## config.mk

```make
export PLATFORM = sky130hd
export DESIGN_NAME = cu_module
export DESIGN_NICKNAME = d
export VERILOG_FILES = /design/src/rtl/cpu_pkg.sv /design/src/rtl/cu_module.sv
export SDC_FILE = /design/constraint.sdc
export NUM_CORES = 1
export LEC_CHECK = 0
export ABC_AREA = 0
export CORE_ASPECT_RATIO = 0.8
export CORE_MARGIN = 5
export CORE_UTILIZATION = 36
export CTS_CLUSTER_SIZE = 14
export DETAILED_ROUTE_END_ITERATION = 16
export PLACE_DENSITY_LB_ADDON = 0.3
export SLEW_MARGIN = 20
export SYNTH_ARGS = -nofsm -noshare
export SYNTH_HDL_FRONTEND = slang
export SYNTH_SLANG_ARGS = --single-unit
```

## constraint.sdc

```tcl
create_clock -name clk -period 1.4 [get_ports clk]
set_input_delay 0.14 -clock clk [delete_from_list [all_inputs] [get_ports clk]]
set_output_delay 0.14 -clock clk [all_outputs]
set_load 0.01 [all_outputs]
```

## src/rtl/cpu_pkg.sv

```systemverilog
// cpu_pkg: shared widths, ALU opcodes, flag indices, FSM states and the HALT word
package cpu_pkg;
  localparam int OPSIZE    = 3;
  localparam int ALUWIDTH  = 16;
  localparam int NUMFLAGS  = 4;
  localparam int ADLINES   = 5;
  localparam int DATALINES = 16;
  localparam logic [OPSIZE-1:0] OP_PASS = 3'd0;
  localparam logic [OPSIZE-1:0] OP_AND  = 3'd1;
  localparam logic [OPSIZE-1:0] OP_OR   = 3'd2;
  localparam logic [OPSIZE-1:0] OP_XOR  = 3'd3;
  localparam logic [OPSIZE-1:0] OP_NOT  = 3'd4;
  localparam logic [OPSIZE-1:0] OP_SUB  = 3'd5;
  localparam logic [OPSIZE-1:0] OP_ADD  = 3'd6;
  localparam logic [OPSIZE-1:0] OP_SHL  = 3'd7;
  localparam logic [OPSIZE-1:0] JMP_ALWAYS = 3'd0;
  localparam logic [OPSIZE-1:0] JMP_Z      = 3'd1;
  localparam logic [OPSIZE-1:0] JMP_C      = 3'd2;
  localparam int FLAG_Z = 0;
  localparam int FLAG_C = 1;
  localparam int FLAG_N = 2;
  localparam int FLAG_V = 3;
  localparam int STORE_BIT = 8;
  localparam int JUMP_BIT  = 9;
  localparam logic [DATALINES-1:0] HALT_WORD = '0;
  typedef enum logic [2:0] {ST_FETCH, ST_DECODE, ST_EXEC, ST_STORE, ST_HALT} state_t;
endpackage

```

## src/rtl/cu_module.sv

```systemverilog
// cu_module: fetch/decode/execute control unit of the 16-bit accumulator CPU
// Build option CU_JUMP_EN: IR[9] marks jumps (always / if Z / if C) resolved in EXEC.
module cu_module
  import cpu_pkg::*;
(
  input  logic                 clk,
  input  logic                 rst,
  input  logic                 enable,
  output logic [OPSIZE-1:0]    aluopcode,
  output logic [ALUWIDTH-1:0]  aluin1,
  output logic [ALUWIDTH-1:0]  aluin2,
  input  logic [ALUWIDTH-1:0]  aluout,
  input  logic [NUMFLAGS-1:0]  flags,
  input  logic [DATALINES-1:0] fromram,
  output logic [DATALINES-1:0] toram,
  output logic [ADLINES-1:0]   addressbus,
  output logic                 read,
  output logic                 write
);
  state_t               r_state;
  logic [ADLINES-1:0]   r_pc;
  logic [DATALINES-1:0] r_ir;
  logic [ALUWIDTH-1:0]  r_acc;
  logic [NUMFLAGS-1:0]  r_flag;
  logic                 w_run;
  logic                 w_jump;
  logic                 w_take;
  logic                 w_exec;
  logic                 w_store;
  // Strobes are qualified by rst as well so the buses are quiet for the whole reset pulse.
  assign w_run = enable & ~rst;
`ifdef CU_JUMP_EN
  assign w_jump = r_ir[JUMP_BIT];
`else
  assign w_jump = 1'b0;
`endif
  assign w_take = (r_ir[2:0] == JMP_ALWAYS) |
                  ((r_ir[2:0] == JMP_Z) & r_flag[FLAG_Z]) |
                  ((r_ir[2:0] == JMP_C) & r_flag[FLAG_C]);
  assign w_exec  = w_run & (r_state == ST_EXEC) & ~w_jump;
  assign w_store = w_run & (r_state == ST_STORE);
  always_comb begin
    aluopcode  = w_exec ? r_ir[2:0] : '0;
    aluin1     = r_acc;
    aluin2     = w_exec ? fromram : '0;
    toram      = w_store ? r_acc : '0;
    addressbus = (w_run & (r_state == ST_FETCH)) ? r_pc :
                 (w_exec | w_store) ? r_ir[7:3] : '0;
    read       = (w_run & (r_state == ST_FETCH)) | w_exec;
    write      = w_store;
  end
  always_ff @(posedge clk or posedge rst) begin
    if (rst) begin
      r_state <= ST_FETCH;
      r_pc    <= ADLINES'(1);
      r_ir    <= '0;
      r_acc   <= '0;
      r_flag  <= '0;
    end else if (enable) begin
      case (r_state)
        ST_FETCH: begin
          r_ir    <= fromram;
          r_pc    <= r_pc + 1'b1;
          r_state <= ST_DECODE;
        end
        ST_DECODE: r_state <= (r_ir == HALT_WORD) ? ST_HALT : ST_EXEC;
        ST_EXEC: begin
          if (w_jump) begin
            if (w_take) r_pc <= r_ir[7:3];
            r_state <= ST_FETCH;
          end else begin
            r_acc   <= aluout;
            r_flag  <= flags;
            r_state <= r_ir[STORE_BIT] ? ST_STORE : ST_FETCH;
          end
        end
        ST_STORE: r_state <= ST_FETCH;
        default:  r_state <= ST_HALT;
      endcase
    end
  end
endmodule

```

## Yosys cells after proc, flatten, opt, wreduce, memory -nomap -nowiden

Cells that the tools add are included.

| storage, ports and cells | value |
|---|---|
| register bits | 40 |
| latch bits | 0 |
| bits in writable memories | 0 |
| memory bits (read-only) | 0 |
| bits of input ports | 39 |
| output and inout bits | 58 |
| logic and storage cells | 27 |
| memories kept | 0 |

| operators by class | value |
|---|---|
| add/sub/neg operators | 1 |
| $mul | 0 |
| divide/modulo/power cells | 0 |
| magnitude comparators | 0 |
| equality and inequality tests | 3 |
| shifts and indexed selects | 0 |
| multiplexer cells | 8 |
| bitwise gates (word level) | 7 |
| reductions and logical operators | 4 |

Operators by type and width:

| kind | number |
|---|---|
| 16-bit two-way mux | 2 |
| 16-bit logical NOT | 1 |
| 3-bit one-hot mux with 4 select lines | 1 |
| 5-bit two-way mux | 2 |
| 3-bit by 2-bit == test with 1-bit output, second input constant | 2 |
| 3-bit two-way mux | 2 |
| 5-bit by 1-bit adder with 5-bit output, second input constant | 1 |
| 1-bit bitwise AND | 4 |
| 2-bit AND reduction | 2 |
| 3-bit by 1-bit == test with 1-bit output, second input constant | 1 |
| 3-bit logical NOT | 1 |
| 2-bit two-way mux | 1 |
| 1-bit OR | 2 |
| 1-bit inverter | 1 |

## Logic depth before layout (Yosys ltp)

Gate-level depths: netlist (run 1).

| depth | value |
|---|---|
| depth in word-level cells | 6 |
| depth in mapped cells | 4 |
| mapped depth without buffers | 3 |

## Least setup slack after synthesis (run 1)

OpenSTA, ideal clock, no wires.

| timing | value |
|---|---|
| kind | register -> output |
| start | register r_state[0] |
| end | output addressbus[0] |
| arrival time | 1.323 ns |
| data required time | 1.260 ns |
| setup slack | -0.063 ns |
| stages on the path, launching flop included | 4 |
| buffers on the path | 0 |
| cell sequence | dfrtp_1 -> nand2b_4 -> nor4_1 -> a22o_1 |

| on the way | value |
|---|---|
| longest elaborated chain between the ends | 5 |
| elaborated cells between the ends (all ways) | 9 |
| classes of those cells | eq/ne: 2; mux: 2; bitwise: 4; reduce/logical: 1 |

RTL lines:

| what | RTL line | text |
|---|---|---|
| from (decl) | cu_module.sv:20 | `state_t r_state;` |
| from (signal assigned) | cu_module.sv:66 | `ST_DECODE: r_state <= (r_ir == HALT_WORD) ? ST_HALT : ST_EXEC;` |
| from (signal assigned) | cu_module.sv:74 | `r_state <= r_ir[STORE_BIT] ? ST_STORE : ST_FETCH;` |
| 3-bit by 2-bit == test with 1-bit output, on equally long branches | cu_module.sv:40, cu_module.sv:41 |  |
| 1-bit bitwise AND, on equally long branches | cu_module.sv:40, cu_module.sv:41 |  |
| 1-bit OR | cu_module.sv:48 | `(w_exec \| w_store) ? r_ir[7:3] : '0;` |
| 5-bit two-way mux | cu_module.sv:48 |  |
| 5-bit two-way mux (*) | cu_module.sv:47 | `addressbus = (w_run & (r_state == ST_FETCH)) ? r_pc :` |
| to (decl) | cu_module.sv:16 | `output logic [ADLINES-1:0] addressbus,` |

Every way passes the cells marked *; elsewhere a longest branch is shown, timed or not.

## Worst setup path after layout (run 1)

| timing | value |
|---|---|
| start | register r_state[2] |
| end | output addressbus[3] |

The elaborated chain is that of the path after synthesis.

==> key figures, run 1 <==
Timing
  – Timing-limited maximum frequency: roughly 0.58 GHz
  – Minimum period implied by the final worst setup slack: 1.73 ns
  – Minimum setup slack in the final design: -0.333 ns
  – Number of hold-slack violations in the final timing report: 0
  – Crit share post-route: 1.24
  – Fin Setup TNS: -18.03 ns
  – Fin. max-slew vios: 0
  – Relative slew slack: 0.811
  – Worst Tran Pin Value: 0.281 ns
  – Worst Clk Skew: 0.00553 ns
  – Setup violators final: 79
  – Final-layout worst hold slack: 0.225 ns
  – Setup repair after global routing missed its margin: true

Global route
  – Maximum number of pins on one net before global-route repair: 20
  – First-pass GRT wire length: 9470 um
  – Vias in the first global route: 1,781
  – GRT Util Overall: 0.177
  – Initial antenna violation count: 0
  – Most used routing layer: met2
  – Met1 usage in global routing: 0.243
  – Met2 demand-to-capacity share in global routing: 0.285
  – Met3 Track Usage GR: 0.0484
  – Remaining global-route overflow: 0

Logic synthesis
  – Compound-cell area share of the yosys netlist: 0.0419
  – Synth Instances: ~150
  – Syn. warnings: 0
  – Synthesized-area fraction occupied by adder cells: 0.00644
  – Synthesized area divided by synthesized cell count: 12.9 um2
  – Total nets after synthesis: 191
  – Sequential fraction of the synthesis area: 0.516
  – Post-Synth Simple-Gate Area: 0.200
  – Number of distinct library cell variants in the gate-level netlist after synthesis: 24
  – Syn Std Cell Area: 1940 um2
  – Flop and latch count out of synthesis: 40
  – XOR/XNOR Fraction of Synth Area: 0.0180
  – Post-synthesis mux area share: 0.191
  – Dominant combinational cell family by area after synthesis: simple AND/OR/NAND/NOR gates

Run
  – Count of maximum capacitance violations: 0

Power
  – Worst IR Drop VDD: between 0.4 and 0.5 mV
  – Power Density: 686 nW/um2
  – Pleak: 1.84 nW

Detailed routing
  – Via count normalized by instance count: 4.74
  – Number of remaining DRC errors: 0
  – Via count: 1,674
  – Post-Route WL: approximately 6000 um
  – Final antenna-violating net count: 0
  – Router iterations before antenna repair: 6
  – Final routed wire length divided by cell count: 17.1 um
  – 1st-iter DRT viols: 38

Layout
  – Final nets: 330
  – Finished Core Util: 0.677
  – Final antenna diode count: 0
  – Commonest cells after routing, fill and taps aside: buf_2 (42), clkdlybuf4s50_1 (41), dfrtp_1 (37)
  – Layout Cells excl Fill: roughly 350
  – Layout area overhead: 78.6%
  – Ratio of cells with drive above 1 in the final layout: 0.495
  – Fill cells: 406
  – Area used by multi-input combinational logic: 1060 um2
  – Footprint of the flip-flops and latches: ~1000 um2
  – Most frequent standard cell in the layout excluding fill and tap cells: buf_2

CTS
  – Clock-pin slew on the worst setup and hold paths: 0.08 ns
  – H-tree levels: 2
  – Clock Sinks: 40
  – Root Driver: clkbuf_8
  – Insertion delay of the later-clocked pin in the worst-skew pair: 0.29 ns
  – CTS tree: yes
  – Deepest clock path buffer count: 2
  – Hold buffer count at CTS: 0
  – Number of buffers inserted during clock tree synthesis: 5

Setup path
  – Type of element capturing the critical path: output pin
  – Worst endpoint required time: approximately 1.3 ns
  – Arrival time worst endpoint: about 1.6 ns
  – Highest fanout seen on the critical path: 5
  – Family with the most delay on the worst path: flip-flops
  – CP max stage cell: dfrtp_2
  – Setup CP Type: reg2out
  – Cells along the critical path: nand2b_4, buf_6, nor3b_2, buf_4, a22o_1, buf_2
  – Buffers plus inverters on the worst setup path: 3
  – Worst Setup Start Kind: flop
  – Largest stage delay, worst path: roughly 0.43 ns

Floorplan
  – Die X: 92.1 um
  – FP Rows: 23
  – Effective utilization at floorplan: 0.379
  – Die Footprint: 6980 um2
  – Core outline area: 5120 um2
  – I/O pins: 97
  – Die Height: 75.7 um

Placed design
  – Estimated wirelength of the detail-placed design: 4090 um
  – Final GP Congestion: 0.729
  – Number of buffers inserted by port buffering: 92
  – Placed Instances: approximately 330
  – Worst slack after detailed placement: -0.560 ns

Run status
  – Violated checks: negative setup slack
  – Run status: finished with violations

Worst hold path
  – Hold crit path type: in2async
## layout make-up
| class | count | share of cell area |
|---|---|---|
| inverter | 4 | 0.00433 |
| clock inverter | 2 | 0.00288 |
| sequential | 40 | 0.290 |
| tap | 62 | 0.0224 |
| multi-input combinational | 102 | 0.304 |
| timing repair buffer | 137 | 0.353 |
| clock buffer | 6 | 0.0238 |
## cell families (layout without fill, tap and decap cells)
logic type | after synthesis | after routing
flip-flops | 40 | 40
XOR/XNOR | 4 | 4
AND/OR/NAND/NOR | 54 | 54
multiplexers | 33 | 33
buffers and inverters | 9 | 149
AO/OA/AOI/OAI | 10 | 10
adder cells (fa/ha/maj) | 1 | 1
## cells in the mapped netlist, drive strengths merged
| cell | number | area share |
|---|---|---|
| a21oi | 1 | 0.0026 |
| a22o | 7 | 0.032 |
| and2 | 35 | 0.11 |
| buf | 4 | 0.016 |
| clkbuf | 1 | 0.0026 |
| dfrtp | 39 | 0.50 |
| dfstp | 1 | 0.014 |
| ha | 1 | 0.0064 |
| inv | 4 | 0.0077 |
| mux2 | 33 | 0.19 |
| nand2 | 2 | 0.0039 |
| nand2b | 2 | 0.014 |
| nand4 | 3 | 0.0097 |
| nor2 | 1 | 0.0058 |
| nor3 | 4 | 0.022 |
| nor3b | 1 | 0.0039 |
| nor4 | 5 | 0.016 |
| nor4b | 1 | 0.012 |
| o31ai | 2 | 0.0077 |
| xnor2 | 3 | 0.014 |
| xor2 | 1 | 0.0045 |
## per-layer routing
metal,share of wire,vias up
met2,0.50,36
met5,0,-
met1,0.45,827
li1,-,806
met3,0.047,5
met4,0.0076,0
## worst min-delay path: cells and delay by family
| kind | cells | cell delay, ns |
|---|---|---|
| buffers and inverters | 3 | 0.73 |
## power by group
part | total, mW | switching, mW | internal [mW]
sequential | 1.24 | 0.0387 | 1.20
combinational | 0.334 | 0.106 | 0.227
clock | 0.803 | 0.409 | 0.394
## metrics by stage
stage	instance area, um2	power (mW)
final	3470	2.38
after global routing	3470	2.48
after CTS	3450	2.40
after detailed placement	3250	1.57
after global placement	3250	1.56
after floorplan	1990	1.35
## timing repair
action / 4_1_cts / 5_1_grt
buffers inserted: 8 / 4
cloned: 4 / 0
endpoints found under the setup margin: 79 / 89
gates resized for setup: 203 / 19
pin swaps: 5 / 8
## registers in the layout (all words and copies together), names as in the netlist
name and count:
aluin1 16, r_ir 16, r_pc 5, r_state 3
## worst paths after layout
check	endpoint	from	depth (start not counted)	slack, ns
setup / recovery	addressbus[3]	r_state[2]	6	-0.33
hold / removal	r_state[0]	rst	3	0.22
setup reg to reg	r_ir[4]	r_state[2]	6	-0.27
hold reg to reg	r_pc[4]	r_pc[4]	1	0.49
max in group asynchronous	r_state[1]	rst	4	0.74
min in group clk	aluin1[5]	aluout[5]	2	0.46
Note: power is estimated with default switching activity, not from simulation.
==> inputs of run 2 (changes only) <==
- CORE_UTILIZATION: 36 -> 33
- clock period: 1.4 -> 1.98 ns (I/O delays scaled with it)
==> key figures, run 2 (synthesis gave the netlist of run 1 again) <==
Run status
  – Run status: completed

Timing
  – Worst Clk Skew: 0.00815 ns
  – Number of hold-slack violations in the final timing report: 0
  – Minimum period implied by the final worst setup slack: 1.90 ns
  – Timing-limited maximum frequency: 0.527 GHz
  – Crit share post-route: 0.958
  – Worst Tran Pin Value: 0.312 ns
  – Setup repair after global routing missed its margin: false
  – Relative slew slack: 0.790
  – Fin. max-slew vios: 0
  – Setup violators final: 0

Floorplan
  – FP Rows: 25
  – Die X: approximately 96 um
  – I/O pins: 97
  – Die Footprint: 7530 um2
  – Die Height: a little under 80 um
  – Core outline area: 5820 um2
  – Effective utilization at floorplan: 0.334

Setup path
  – CP max stage cell: dfrtp_1
  – Cells along the critical path: nand2b_4, nor3_4, buf_12, buf_4, and2_1, dlygate4sd2_1
  – Critical path origin: r_state[2]
  – Arrival time worst endpoint: 1.70 ns
  – Minimum setup slack among reg-to-reg paths: approximately 0.25 ns
  – Worst endpoint required time: 1.78 ns
  – Highest fanout seen on the critical path: 4
  – Type of element capturing the critical path: output pin
  – Setup CP Type: reg2out
  – CP Capture Point: aluin2[8]
  – Largest stage delay, worst path: roughly 0.4 ns
  – Path depth of the worst reg2reg path: 6
  – Crit Reg-Reg Startpoint: r_state[2]
  – End of the worst register-to-register path: r_ir[2]
  – Worst Setup Start Kind: flop

CTS
  – Root Driver: clkbuf_8
  – Number of buffers inserted during clock tree synthesis: 5
  – CTS tree: yes
  – Clock Sinks: 40
  – Insertion delay of the later-clocked pin in the worst-skew pair: 0.29 ns
  – Clock-pin slew on the worst setup and hold paths: 0.07 ns
  – H-tree levels: 2
  – Hold buffer count at CTS: 0
  – Deepest clock path buffer count: 2

Detailed routing
  – Post-Route WL: 5160 um
  – Top sig layer: met4
  – Routed wire length on met3: roughly 170 um
  – Number of remaining DRC errors: 0
  – 1st-iter DRT viols: 62
  – Final antenna-violating net count: 0
  – Via count normalized by instance count: ~4.5
  – Metal1 wirelength: 2260 um
  – Router iterations before antenna repair: 3
  – Met2 layer wire length in the routed design: 2590 um
  – Final routed wire length divided by cell count: around 15 um
  – Via count: 1,571

Placed design
  – Number of buffers inserted by port buffering: 92
  – Cell area reported after detailed placement: 3100 um2
  – Final GP Congestion: 0.757
  – Estimated wirelength of the detail-placed design: ~4000 um

Power
  – Total power consumption of the routed design: 1.80 mW
  – Power Density: roughly 560 nW/um2
  – Worst IR Drop VDD: 0.266 mV
  – Pleak: 1.55 nW

Worst hold path
  – Hold crit path type: in2async

Global route
  – Initial antenna violation count: 0
  – Vias in the first global route: 1,667
  – Maximum number of pins on one net before global-route repair: 36
  – GRT Util Overall: 0.144
  – First-pass GRT wire length: 8400 um
  – Remaining global-route overflow: 0

Run
  – Count of maximum capacitance violations: 0

Layout
  – Layout area overhead: 65.2%
  – Final nets: around 300
  – Most frequent standard cell in the layout excluding fill and tap cells: clkdlybuf4s50_1
  – Final antenna diode count: 0
  – Final cell area excluding filler cells: ~3200 um2
  – Ratio of cells with drive above 1 in the final layout: 0.323
  – Commonest cells after routing, fill and taps aside: clkdlybuf4s50_1 (49), dfrtp_1 (38), and2_1 (35)
[run 2: cell count changes in the layout (fill, tap and decap cells not counted), sizes merged, moves of 5 or more]
cell,before,now
dlymetal6s2s,9,0
clkbuf,6,20
clkdlybuf4s50,41,49
buf,87,23
dlygate4sd2,0,25
clkdlybuf4s15,0,5
[run 2: repair_timing]
action / 4_1_cts / 5_1_grt
gates resized for setup: 46 / 32
buffers inserted: 6 / 2
pin swaps: 0 / 1
endpoints found under the setup margin: 42 / 13
[run 2: stage by stage]
| step | instances | util | hold WS (ns) | worst slack, ns | TNS (ns) |
|---|---|---|---|---|---|
| 2_1_floorplan | 151 | - | 0.350 | 0.459 | 0 |
| 3_3_place_gp | 334 | 0.534 | 0.473 | -0.176 | -5.73 |
| 3_5_place_dp | 334 | 0.534 | 0.472 | -0.199 | -6.40 |
| 4_1_cts | 348 | 0.556 | 0.384 | 0.0183 | 0 |
| 5_1_grt | 350 | 0.552 | 0.423 | 0.00128 | 0 |
| 6_report | 350 | 0.552 | 0.396 | 0.0822 | 0 |
[run 2: final cells by class]
type,count,area [um2]
sequential,40,1000
multi-input combinational,102,901
timing repair buffer,115,1060
tap,81,101
inverter,4,15.0
fill,541,2610
clock buffer,7,96.3
clock inverter,1,30.0
[run 2: per-layer routing]
layer	vias to the layer above	GRT usage
li1	762	-
met1	769	0.179
met2	27	0.233
met3	13	0.0345
met4	0	0.0668
met5	-	0
[run 2: report_power, final]
| group | total [mW] | leakage, nW | internal [mW] | switching [mW] |
|---|---|---|---|---|
| Sequential | 0.877 | 0.514 | 0.852 | 0.0251 |
| Combinational | 0.189 | 0.973 | 0.125 | 0.0640 |
| Clock | 0.732 | 0.0645 | 0.445 | 0.287 |
[run 2: worst min-delay path by stage]
stage                     depth (start not counted)         from  slack [ns]   endpoint
final                                             3          rst        0.40  aluin1[0]
after floorplan                                   1  fromram[10]        0.35   r_ir[10]
after detailed placement                          1      r_pc[4]        0.47    r_pc[4]
after global placement                            1      r_pc[4]        0.47    r_pc[4]
after global routing                              3          rst        0.42  aluin1[0]
after CTS                                         3          rst        0.38  aluin1[0]
[run 2: critical path, delay by kind of cell, from the launching register on]
family | cells | cell delay, ns
buffers and inverters | 3 | 0.50
and+or+nand+nor | 3 | 0.51
DFF | 1 | 0.40
